[config.mk]
export PLATFORM = sky130hd
export DESIGN_NAME = lock_detect_meter
export DESIGN_NICKNAME = d
export VERILOG_FILES = /design/src/rtl/lock_detect_meter_pkg.sv /design/src/rtl/lock_detect_meter_edge_sync.sv /design/src/rtl/lock_detect_meter.sv
export SDC_FILE = /design/constraint.sdc
export NUM_CORES = 1
export LEC_CHECK = 0
export CORE_ASPECT_RATIO = 1.4
export CORE_MARGIN = 5
export CORE_UTILIZATION = 26
export CTS_CLUSTER_SIZE = 20
export DETAILED_ROUTE_END_ITERATION = 10
export PLACE_DENSITY_LB_ADDON = 0.08
export SLEW_MARGIN = 15
export SYNTH_ARGS = -nofsm -noshare
export SYNTH_HDL_FRONTEND = slang
export SYNTH_SLANG_ARGS = --single-unit
[constraint.sdc]
create_clock -name fpga_clk_i -period 3.6 [get_ports fpga_clk_i]
set_clock_uncertainty 0.05 [all_clocks]
set_input_delay 0.9 -clock fpga_clk_i [delete_from_list [all_inputs] [get_ports fpga_clk_i]]
set_output_delay 0.9 -clock fpga_clk_i [all_outputs]
set_load 0.05 [all_outputs]
[src/rtl/lock_detect_meter_pkg.sv]
// Shared state encoding and sizing helper for the lock-detect meter.
package lock_detect_meter_pkg;

  typedef enum logic [1:0] {
    LD_ST_UNLOCKED = 2'd0,
    LD_ST_ACQUIRE  = 2'd1,
    LD_ST_LOCKED   = 2'd2
  } ld_state_t;

  // Bits needed to hold a window-run counter that reaches n.
  function automatic int ld_cnt_width(input int n);
    return (n < 2) ? 1 : $clog2(n + 1);
  endfunction

endpackage

[src/rtl/lock_detect_meter_edge_sync.sv]
// Two-flop synchroniser followed by a registered rising-edge detector.
// The pulse appears three fpga clocks after the pin edge.
module lock_detect_meter_edge_sync
  import lock_detect_meter_pkg::*;
(
  input  logic clk,
  input  logic rst_n,
  input  logic din,
  output logic pulse
);

  // sync[1:0] resolve metastability, sync[2] holds the previous settled level.
  logic [2:0] sync;

  // Shift the input through the synchroniser and flag a settled 0->1 transition.
  always_ff @(posedge clk or negedge rst_n) begin
    if (!rst_n) begin
      sync  <= 3'b000;
      pulse <= 1'b0;
    end else begin
      sync  <= {sync[1:0], din};
      pulse <= sync[1] & ~sync[2];
    end
  end

endmodule

[src/rtl/lock_detect_meter.sv]
// Lock detector for one ring node: counts feedback edges over a window of
// GATE_REFS reference edges, reports count and signed error, and runs a
// hysteretic lock FSM plus a reference-loss watchdog.
module lock_detect_meter
  import lock_detect_meter_pkg::*;
#(
  parameter int CNT_WIDTH     = 12,
  parameter int GATE_REFS     = 256,
  parameter int TOL           = 2,
  parameter int LOCK_WINS     = 4,
  parameter int UNLOCK_WINS   = 2,
  parameter int TIMEOUT_WIDTH = 16
) (
  input  logic                 fpga_clk_i,
  input  logic                 rst_n_i,
  input  logic                 enable_i,
  input  logic                 ref_i,
  input  logic                 fb_i,
  output logic [CNT_WIDTH-1:0] freq_count_o,
  output logic [CNT_WIDTH:0]   error_o,
  output logic                 meas_valid_o,
  output logic                 locked_o,
  output logic                 ref_lost_o
);

  localparam int GOOD_W = ld_cnt_width(LOCK_WINS);
  localparam int BAD_W  = ld_cnt_width(UNLOCK_WINS);

  localparam logic [CNT_WIDTH-1:0]     CNT_MAX  = '1;
  localparam logic [CNT_WIDTH-1:0]     GATE     = CNT_WIDTH'(GATE_REFS);
  localparam logic [CNT_WIDTH:0]       TOL_V    = (CNT_WIDTH + 1)'(TOL);
  localparam logic [TIMEOUT_WIDTH-1:0] WD_MAX   = '1;
  localparam logic [GOOD_W-1:0]        GOOD_TOP = GOOD_W'(LOCK_WINS - 1);
  localparam logic [BAD_W-1:0]         BAD_TOP  = BAD_W'(UNLOCK_WINS - 1);

  logic                     ref_edge;
  logic                     fb_edge;
  logic [CNT_WIDTH-1:0]     ref_cnt;
  logic [CNT_WIDTH-1:0]     fb_cnt;
  logic                     running;
  logic [TIMEOUT_WIDTH-1:0] wd_cnt;
  ld_state_t                state;
  logic [GOOD_W-1:0]        good_cnt;
  logic [BAD_W-1:0]         bad_cnt;

  logic [CNT_WIDTH-1:0]     fb_final;
  logic [CNT_WIDTH:0]       err_final;
  logic [CNT_WIDTH:0]       err_abs;
  logic                     in_tol;
  logic                     win_close;
  logic                     wd_expire;

  lock_detect_meter_edge_sync u_ref_sync (
    .clk   (fpga_clk_i),
    .rst_n (rst_n_i),
    .din   (ref_i),
    .pulse (ref_edge)
  );

  lock_detect_meter_edge_sync u_fb_sync (
    .clk   (fpga_clk_i),
    .rst_n (rst_n_i),
    .din   (fb_i),
    .pulse (fb_edge)
  );

  // Closing-window count (a coincident fb edge belongs to this window) and tolerance test.
  always_comb begin
    fb_final  = (fb_edge && (fb_cnt != CNT_MAX)) ? fb_cnt + 1'b1 : fb_cnt;
    err_final = {1'b0, fb_final} - {1'b0, GATE};
    err_abs   = err_final[CNT_WIDTH] ? (~err_final + 1'b1) : err_final;
    in_tol    = (fb_final != CNT_MAX) && (err_abs <= TOL_V);
    win_close = running && ref_edge && (ref_cnt == GATE - 1'b1);
    wd_expire = !ref_edge && (wd_cnt == WD_MAX - 1'b1);
  end

  // Window counters and reference-loss watchdog.
  always_ff @(posedge fpga_clk_i or negedge rst_n_i) begin
    if (!rst_n_i) begin
      ref_cnt    <= '0;
      fb_cnt     <= '0;
      running    <= 1'b0;
      wd_cnt     <= '0;
      ref_lost_o <= 1'b0;
    end else if (!enable_i) begin
      ref_cnt    <= '0;
      fb_cnt     <= '0;
      running    <= 1'b0;
      wd_cnt     <= '0;
      ref_lost_o <= 1'b0;
    end else begin
      if (ref_edge) begin
        wd_cnt     <= '0;
        ref_lost_o <= 1'b0;
      end else if (wd_cnt != WD_MAX) begin
        wd_cnt <= wd_cnt + 1'b1;
      end
      if (wd_expire) begin
        ref_lost_o <= 1'b1;
        running    <= 1'b0;
        ref_cnt    <= '0;
        fb_cnt     <= '0;
      end else if (!running) begin
        // The first ref edge only marks the window start; earlier fb edges are dropped.
        if (ref_edge) begin
          running <= 1'b1;
          ref_cnt <= '0;
          fb_cnt  <= '0;
        end
      end else if (win_close) begin
        ref_cnt <= '0;
        fb_cnt  <= '0;
      end else begin
        if (ref_edge) ref_cnt <= ref_cnt + 1'b1;
        if (fb_edge && (fb_cnt != CNT_MAX)) fb_cnt <= fb_cnt + 1'b1;
      end
    end
  end

  // Lock FSM with registered measurement and lock outputs, stepped once per window.
  always_ff @(posedge fpga_clk_i or negedge rst_n_i) begin
    if (!rst_n_i) begin
      state        <= LD_ST_UNLOCKED;
      good_cnt     <= '0;
      bad_cnt      <= '0;
      freq_count_o <= '0;
      error_o      <= '0;
      meas_valid_o <= 1'b0;
      locked_o     <= 1'b0;
    end else if (!enable_i) begin
      state        <= LD_ST_UNLOCKED;
      good_cnt     <= '0;
      bad_cnt      <= '0;
      meas_valid_o <= 1'b0;
      locked_o     <= 1'b0;
    end else begin
      meas_valid_o <= win_close;
      if (wd_expire) begin
        state    <= LD_ST_UNLOCKED;
        good_cnt <= '0;
        bad_cnt  <= '0;
        locked_o <= 1'b0;
      end else if (win_close) begin
        freq_count_o <= fb_final;
        error_o      <= err_final;
        case (state)
          LD_ST_UNLOCKED: begin
            if (in_tol) begin
              state    <= LD_ST_ACQUIRE;
              good_cnt <= GOOD_W'(1);
            end
          end
          LD_ST_ACQUIRE: begin
            if (!in_tol) begin
              state    <= LD_ST_UNLOCKED;
              good_cnt <= '0;
            end else if (good_cnt == GOOD_TOP) begin
              state    <= LD_ST_LOCKED;
              good_cnt <= '0;
              bad_cnt  <= '0;
              locked_o <= 1'b1;
            end else begin
              good_cnt <= good_cnt + 1'b1;
            end
          end
          LD_ST_LOCKED: begin
            if (in_tol) begin
              bad_cnt <= '0;
            end else if (bad_cnt == BAD_TOP) begin
              state    <= LD_ST_UNLOCKED;
              bad_cnt  <= '0;
              locked_o <= 1'b0;
            end else begin
              bad_cnt <= bad_cnt + 1'b1;
            end
          end
          default: begin
            state    <= LD_ST_UNLOCKED;
            good_cnt <= '0;
            bad_cnt  <= '0;
            locked_o <= 1'b0;
          end
        endcase
      end
    end
  end

endmodule
==> impl_metrics.yaml, run 1 <==
status:
  status: "completed"
drt:
  drc: 0
  first_pass_iters: 5
  drt-initial-drc-count: 154
  via_per_inst: 4.905
  post_drt_wl_per_cell_um: 15.22
  drt.antenna.violating_nets: 0
  via_count: 3522
  wirelength_um: 10930
setup_path:
  path_max_fanout: 4
  critPathKind: "flop to flop"
  crit_path_end_kind: "flop"
  critical_path_required_ns: 3.75
  r2r-start: "fb_cnt[1]$_DFFE_PN0P_"
  crit_start: "fb_cnt[1]$_DFFE_PN0P_"
  path_cells: "ha_2 > and3_4 > and4_4 > mux2_4 > inv_4 > ha_4 > nand2b_4 > nor3b_4 > mux2i_2 > or4_4 > a21oi_2 > or3_1 > and4bb_2 > buf_4 > nor2_1 > a221o_1"
  crit_family: "simple AND/OR/NAND/NOR gates"
  crit_path_start_kind: "flop"
  arrival_ns: 3.69
  cp.buffers_inverters: 2
  max_stage_delay_ns: 0.52
  cp_slowest_cell: "or4_4"
synth:
  ys_seq_area_frac: 0.4594
  post_synth_main_area_contributors: "dfrtp_1 (46%), o21ai_0 (6.2%), nand2_1 (5.8%)"
  syn_inst: 452
  synth_area_um2: 4140
  ys_warn_count: 0
  synth_ff_type: "dfrtp_1"
  synth_edf_count: 0
  ys_async_sr_fraction: 1.000
  yosysTopAreaCell: "dfrtp_1"
  syn_area_per_cell_um2: 9.160
  yosysTopAreaCellShare: 0.4594
  ys_types: 64
  synth_nets: 467
  synth_seq_cells: 76
cts:
  cts_tree: "done"
  clk_path_buf_depth: 2
  htree_num_levels: 3
  cts-buffers-inserted: 9
  clockRootBuffer: "clkbuf_16"
  cts.reportedPaths.clkPinSlew_ns: 0.06
  cts-hold-fix-buffers: 0
  clock_latency_ns: 0.33
  cts_sinks: 76
die:
  row_count: 54
  start_util: 0.2653
  io_pins: 33
  core_area_um2: 15610
  fp.dieW_um: 116.7
  die_area_um2: 18580
  die-height_um: 159.3
sta:
  fmax_ghz: 0.2826
  setup_viol: 0
  rsz0062_at_grt: "yes"
  finalHoldViolations: 0
  worst_slew_pin_slew_ns: 0.7220
  finalCritPeriodShare: 0.9831
  relSlewSlack: 0.5136
  fin_tns_setup_ns: 0
  period_needed_ns: 3.539
  finalMaxSlewViolations: 0
global_routing:
  grt_pass1_wl_um: 17910
  grt_pass1_vias: 3404
  grt.total_usage: 0.1214
  grt_antenna_before_repair: 0
  grt_max_degree: 77
  grt_overflow: 0
place:
  dpl_cell_area_um2: 4860
  port-buffer-count: 32
  dp_hpwl_um: 7814
  gp_congestion: 0.8391
power_and_ir_drop:
  clockPowerShare: 0.456
  power.switching_mw: 0.4245
  leakage_nw: 2.359
  ir_worst_vdd_mv: 0.1588
  seqPwrFrac: 0.477
  p_int_mw: 1.402
  p_comb_frac: 0.067
  power_mw: 1.826
  power_density_nw_per_um2: 342.5
  power.share.switching: 0.2324
final_layout:
  final_nets: 532
  antenna_cells: 0
  fillers: 1637
  final_common_cell: "dfrtp_1"
  final-seq-area_um2: 1902
  finalInstanceArea_um2: 5333
  areaGrowthSynthToFinish_pct: 28.80
  multi_input_area_um2: 2187
  final_cell_mix: "dfrtp_1 (76), nand2_1 (64), o21ai_0 (51), nor2_1 (44), buf_4 (43)"
  post-route-util: 0.3417
  drive_gt1_frac: 0.1820
flow_run:
  maxCapViolations: 0
hold_path:
  hold_path.class: "flop to flop"
  min_from: "u_ref_sync.sync[0]$_DFF_PN0_"
[cells by family after synthesis]
group,Yosys count,share of synthesized area
xor+xnor,16,0.03385
flops,76,0.4594
compound gates,111,0.1714
fa+ha+maj,10,0.03022
simple gates,195,0.2366
buf+inv,34,0.04050
mux,10,0.02810
[repair_timing]
item                                   4_1_cts  5_1_grt
setup endpoints to repair                    5        8
resized for setup                            3       21
setup buffers                                0       10
cloned                                       0        0
pin swaps                                    2       10
endpoints found under the hold margin        0        0
[synthesized netlist by cell type, drive strengths merged, types with 2 or more instances]
| library cell | instances |
|---|---|
| or2 | 2 |
| o21ai | 52 |
| nand2b | 4 |
| buf | 11 |
| inv | 10 |
| mux2 | 7 |
| nand4 | 10 |
| xnor2 | 6 |
| and4 | 6 |
| and2 | 8 |
| nand3b | 2 |
| ha | 10 |
| and3 | 17 |
| and3b | 2 |
| o211ai | 8 |
| or3 | 6 |
| a21o | 5 |
| dfrtp | 76 |
| clkbuf | 13 |
| a21oi | 14 |
| a31o | 2 |
| nor2 | 44 |
| nand2 | 64 |
| a32o | 2 |
| o21a | 3 |
| nor2b | 5 |
| nor3 | 6 |
| nor3b | 2 |
| a31oi | 6 |
| o31ai | 6 |
| xor2 | 10 |
| mux2i | 3 |
| nand3 | 13 |
[sequential cells by signal, summed over array words and instances (netlist names)]
| register | cells |
|---|---|
| u_ref_sync.pulse | 1 |
| meas_valid_o | 1 |
| error_o | 5 |
| freq_count_o | 12 |
| u_fb_sync.pulse | 1 |
| bad_cnt | 2 |
| ref_lost_o | 1 |
| u_fb_sync.sync | 3 |
| fb_cnt | 12 |
| running | 1 |
| wd_cnt | 16 |
| ref_cnt | 12 |
| state | 2 |
| good_cnt | 3 |
| u_ref_sync.sync | 3 |
| locked_o | 1 |
[power by group through the flow]
stage	logic [mW]	registers, mW	clock network, mW
floorplan	0.0537	0.885	0
global placement	0.107	0.886	0
detailed placement	0.108	0.886	0
CTS	0.108	0.870	0.869
global route	0.138	0.871	0.906
finish	0.123	0.870	0.833
[worst paths after layout]
path | endpoint | slack, ns | cells after the start
max in group asynchronous | good_cnt[2]$_DFFE_PN0P_ | 2.51 | 2
min in group asynchronous | fb_cnt[8]$_DFFE_PN0P_ | 0.40 | 1
max reg2reg | good_cnt[2]$_DFFE_PN0P_ | 0.06 | 16
max | good_cnt[2]$_DFFE_PN0P_ | 0.06 | 16
min reg2reg | u_ref_sync.sync[1]$_DFF_PN0_ | 0.30 | 0
min | u_ref_sync.sync[1]$_DFF_PN0_ | 0.30 | 0
[per-layer routing]
metal / vias up / global-route usage / share of wire
li1: 1735 / - / -
met2: 73 / 0.2128 / 0.53
met1: 1696 / 0.1461 / 0.42
met4: 0 / 0.04643 / 0.018
met5: - / 0 / 0
met3: 18 / 0.01939 / 0.033
[layout make-up]
cell class,instances,area share
repair buffers,78,0.1302
multi-input cells,342,0.4101
clock buffers,14,0.04763
flip-flops and latches,76,0.3566
well taps,196,0.04599
clock inverters,2,0.001877
inverters,10,0.007508
[stage by stage]
step / cells / hold slack [ns] / setup WS, ns
4_1_cts: 708 / 0.3070 / 0.004659
6_report: 718 / 0.3030 / 0.06090
2_1_floorplan: 452 / 0.2812 / 0.005291
3_3_place_gp: 692 / 0.2849 / 0.01629
3_5_place_dp: 692 / 0.2934 / -0.04258
5_1_grt: 718 / 0.3157 / -0.1237
No activity file was read; power rests on OpenSTA's default activity.
==> run 2: changes to the inputs <==
--- a/config.mk
+++ b/config.mk
@@ -6,7 +6,7 @@
 export NUM_CORES = 1
 export LEC_CHECK = 0
 export CORE_ASPECT_RATIO = 1.4
-export CORE_MARGIN = 5
+export CORE_MARGIN = 2
 export CORE_UTILIZATION = 26
 export CTS_CLUSTER_SIZE = 20
 export DETAILED_ROUTE_END_ITERATION = 10
==> impl_metrics.yaml, run 2 (same netlist as run 1, synthesis figures left out) <==
final_layout:
  final_nets: 524
  final_cell_mix: "dfrtp_1 (76), nand2_1 (64), o21ai_0 (51), nor2_1 (44), buf_4 (38)"
  largest_register: "wd_cnt"
  areaGrowthSynthToFinish_pct: 27.02
  finalInstanceArea_um2: 5259
  largest_reg_flops: 16
  final_cells: 709
  final_common_cell: "dfrtp_1"
  antenna_cells: 0
  drive_gt1_frac: 0.1637
sta:
  finalCritPeriodShare: 0.9821
  finalHoldViolations: 0
  finalMaxSlewViolations: 0
  fmax_ghz: 0.2828
  period_needed_ns: 3.536
  relSlewSlack: 0.3362
  setup_viol: 0
  worst_slew_pin_slew_ns: 0.9958
  rsz0062_at_grt: "yes"
setup_path:
  path_cells: "ha_4 > and3_4 > and4_4 > mux2_4 > inv_4 > ha_4 > nand2b_4 > nor3b_2 > mux2i_2 > or4_4 > a21oi_2 > or3_1 > and4bb_2 > buf_6 > nand3b_4 > o31ai_2"
  max_stage_delay_ns: 0.52
  critical_path_required_ns: 3.80
  crit_start: "fb_cnt[0]$_DFFE_PN0P_"
  path_max_fanout: 4
  crit_path_end_kind: "flop"
  cp_common_cell: "ha_4"
  r2r-start: "fb_cnt[0]$_DFFE_PN0P_"
  cp_slowest_cell: "or4_4"
  arrival_ns: 3.73
  crit_path_start_kind: "flop"
  critPathKind: "flop to flop"
cts:
  htree_num_levels: 3
  clk_path_buf_depth: 2
  cts_tree: "done"
  cts-hold-fix-buffers: 0
  clockRootBuffer: "clkbuf_16"
  cts_sinks: 76
  clock_latency_ns: 0.34
  cts-buffers-inserted: 9
  cts.reportedPaths.clkPinSlew_ns: 0.06
power_and_ir_drop:
  power_density_nw_per_um2: 368.5
  leakage_nw: 2.341
  ir_worst_vdd_mv: 0.1505
flow_run:
  maxCapViolations: 0
global_routing:
  grt_overflow: 0
  grt_max_degree: 77
  grt_antenna_before_repair: 0
  grt_pass1_vias: 3452
  grt.total_usage: 0.1311
  grt_pass1_wl_um: 17860
die:
  fp.dieW_um: 110.7
  core_area_um2: 15610
  io_pins: 33
  start_util: 0.2653
  die-height_um: 153.3
  die_area_um2: 16960
  row_count: 54
drt:
  drt-initial-drc-count: 130
  via_per_inst: 4.824
  drt.antenna.violating_nets: 0
  first_pass_iters: 4
  post_drt_wl_per_cell_um: 15.14
  wirelength_um: 10730
  drc: 0
  via_count: 3420
status:
  status: "completed"
hold_path:
  min_from: "u_ref_sync.sync[0]$_DFF_PN0_"
  hold_path.class: "flop to flop"
place:
  gp_congestion: 0.8336
  dp_hpwl_um: 7666
  port-buffer-count: 32
  dp_cells: 691
  dpl_cell_area_um2: 4852
-- run 2: area by class of cell --
cell class / instances / area (um2)
flip-flops and latches: 76 / 1902
inverters: 10 / 40.04
clock inverters: 5 / 77.57
repair buffers: 70 / 606.8
clock buffers: 10 / 229.0
multi-input cells: 342 / 2158
fillers: 1614 / 10350
well taps: 196 / 245.2
-- run 2: worst max-delay path, delay by kind of cell, from the launching register on --
| kind | cells | cell delay [ns] |
|---|---|---|
| AOI/OAI and AO/OA | 2 | 0.42 |
| adders and majority gates | 2 | 0.30 |
| buffers and inverters | 2 | 0.19 |
| DFF | 1 | 0.39 |
| muxes | 2 | 0.44 |
| and+or+nand+nor | 8 | 1.65 |
-- run 2: worst paths after layout --
check | endpoint | slack, ns | cells after the start
max in group asynchronous | state[1]$_DFFE_PN0P_ | 2.18 | 1
worst max register to register | good_cnt[0]$_DFFE_PN0P_ | 0.06 | 16
min in group asynchronous | fb_cnt[9]$_DFFE_PN0P_ | 0.69 | 1
worst min-delay path | u_ref_sync.sync[1]$_DFF_PN0_ | 0.30 | 0
worst max-delay path | good_cnt[0]$_DFFE_PN0P_ | 0.06 | 16
worst min register to register | u_ref_sync.sync[1]$_DFF_PN0_ | 0.30 | 0
-- run 2: where the power goes --
group	switching (mW)	internal [mW]	leakage, nW
Clock	0.359	0.601	0.148
Sequential	0.00785	0.863	1.04
Combinational	0.0649	0.0416	1.15
Total	0.432	1.51	2.34
-- run 2: metal layers --
| metal | share of wire | up-vias | global-route usage |
|---|---|---|---|
| li1 | - | 1720 | - |
| met1 | 0.42 | 1612 | 0.1481 |
| met2 | 0.52 | 68 | 0.2393 |
| met3 | 0.029 | 20 | 0.02300 |
| met4 | 0.030 | 0 | 0.05893 |
| met5 | 0 | - | 0 |
-- run 2: through the flow --
| stage | hold slack, ns | utilization | TNS (ns) | total power, mW | setup slack [ns] |
|---|---|---|---|---|---|
| after detailed placement | 0.2863 | 0.3109 | -0.04723 | 0.9920 | -0.02908 |
| after global routing | 0.3202 | 0.3369 | -0.2993 | 2.022 | -0.1352 |
| after global placement | 0.2831 | 0.3109 | 0 | 0.9920 | 0.005419 |
| after floorplan | 0.2812 | - | 0 | 0.9385 | 0.005291 |
| after CTS | 0.3019 | 0.3308 | 0 | 1.971 | 0.008195 |
| final | 0.2996 | 0.3369 | 0 | 1.938 | 0.06427 |
-- run 2: what timing repair did --
item                       4_1_cts  5_1_grt
setup endpoints to repair        3        8
pin swaps                        1        7
buffers inserted                 0        3
resized for setup                3       12
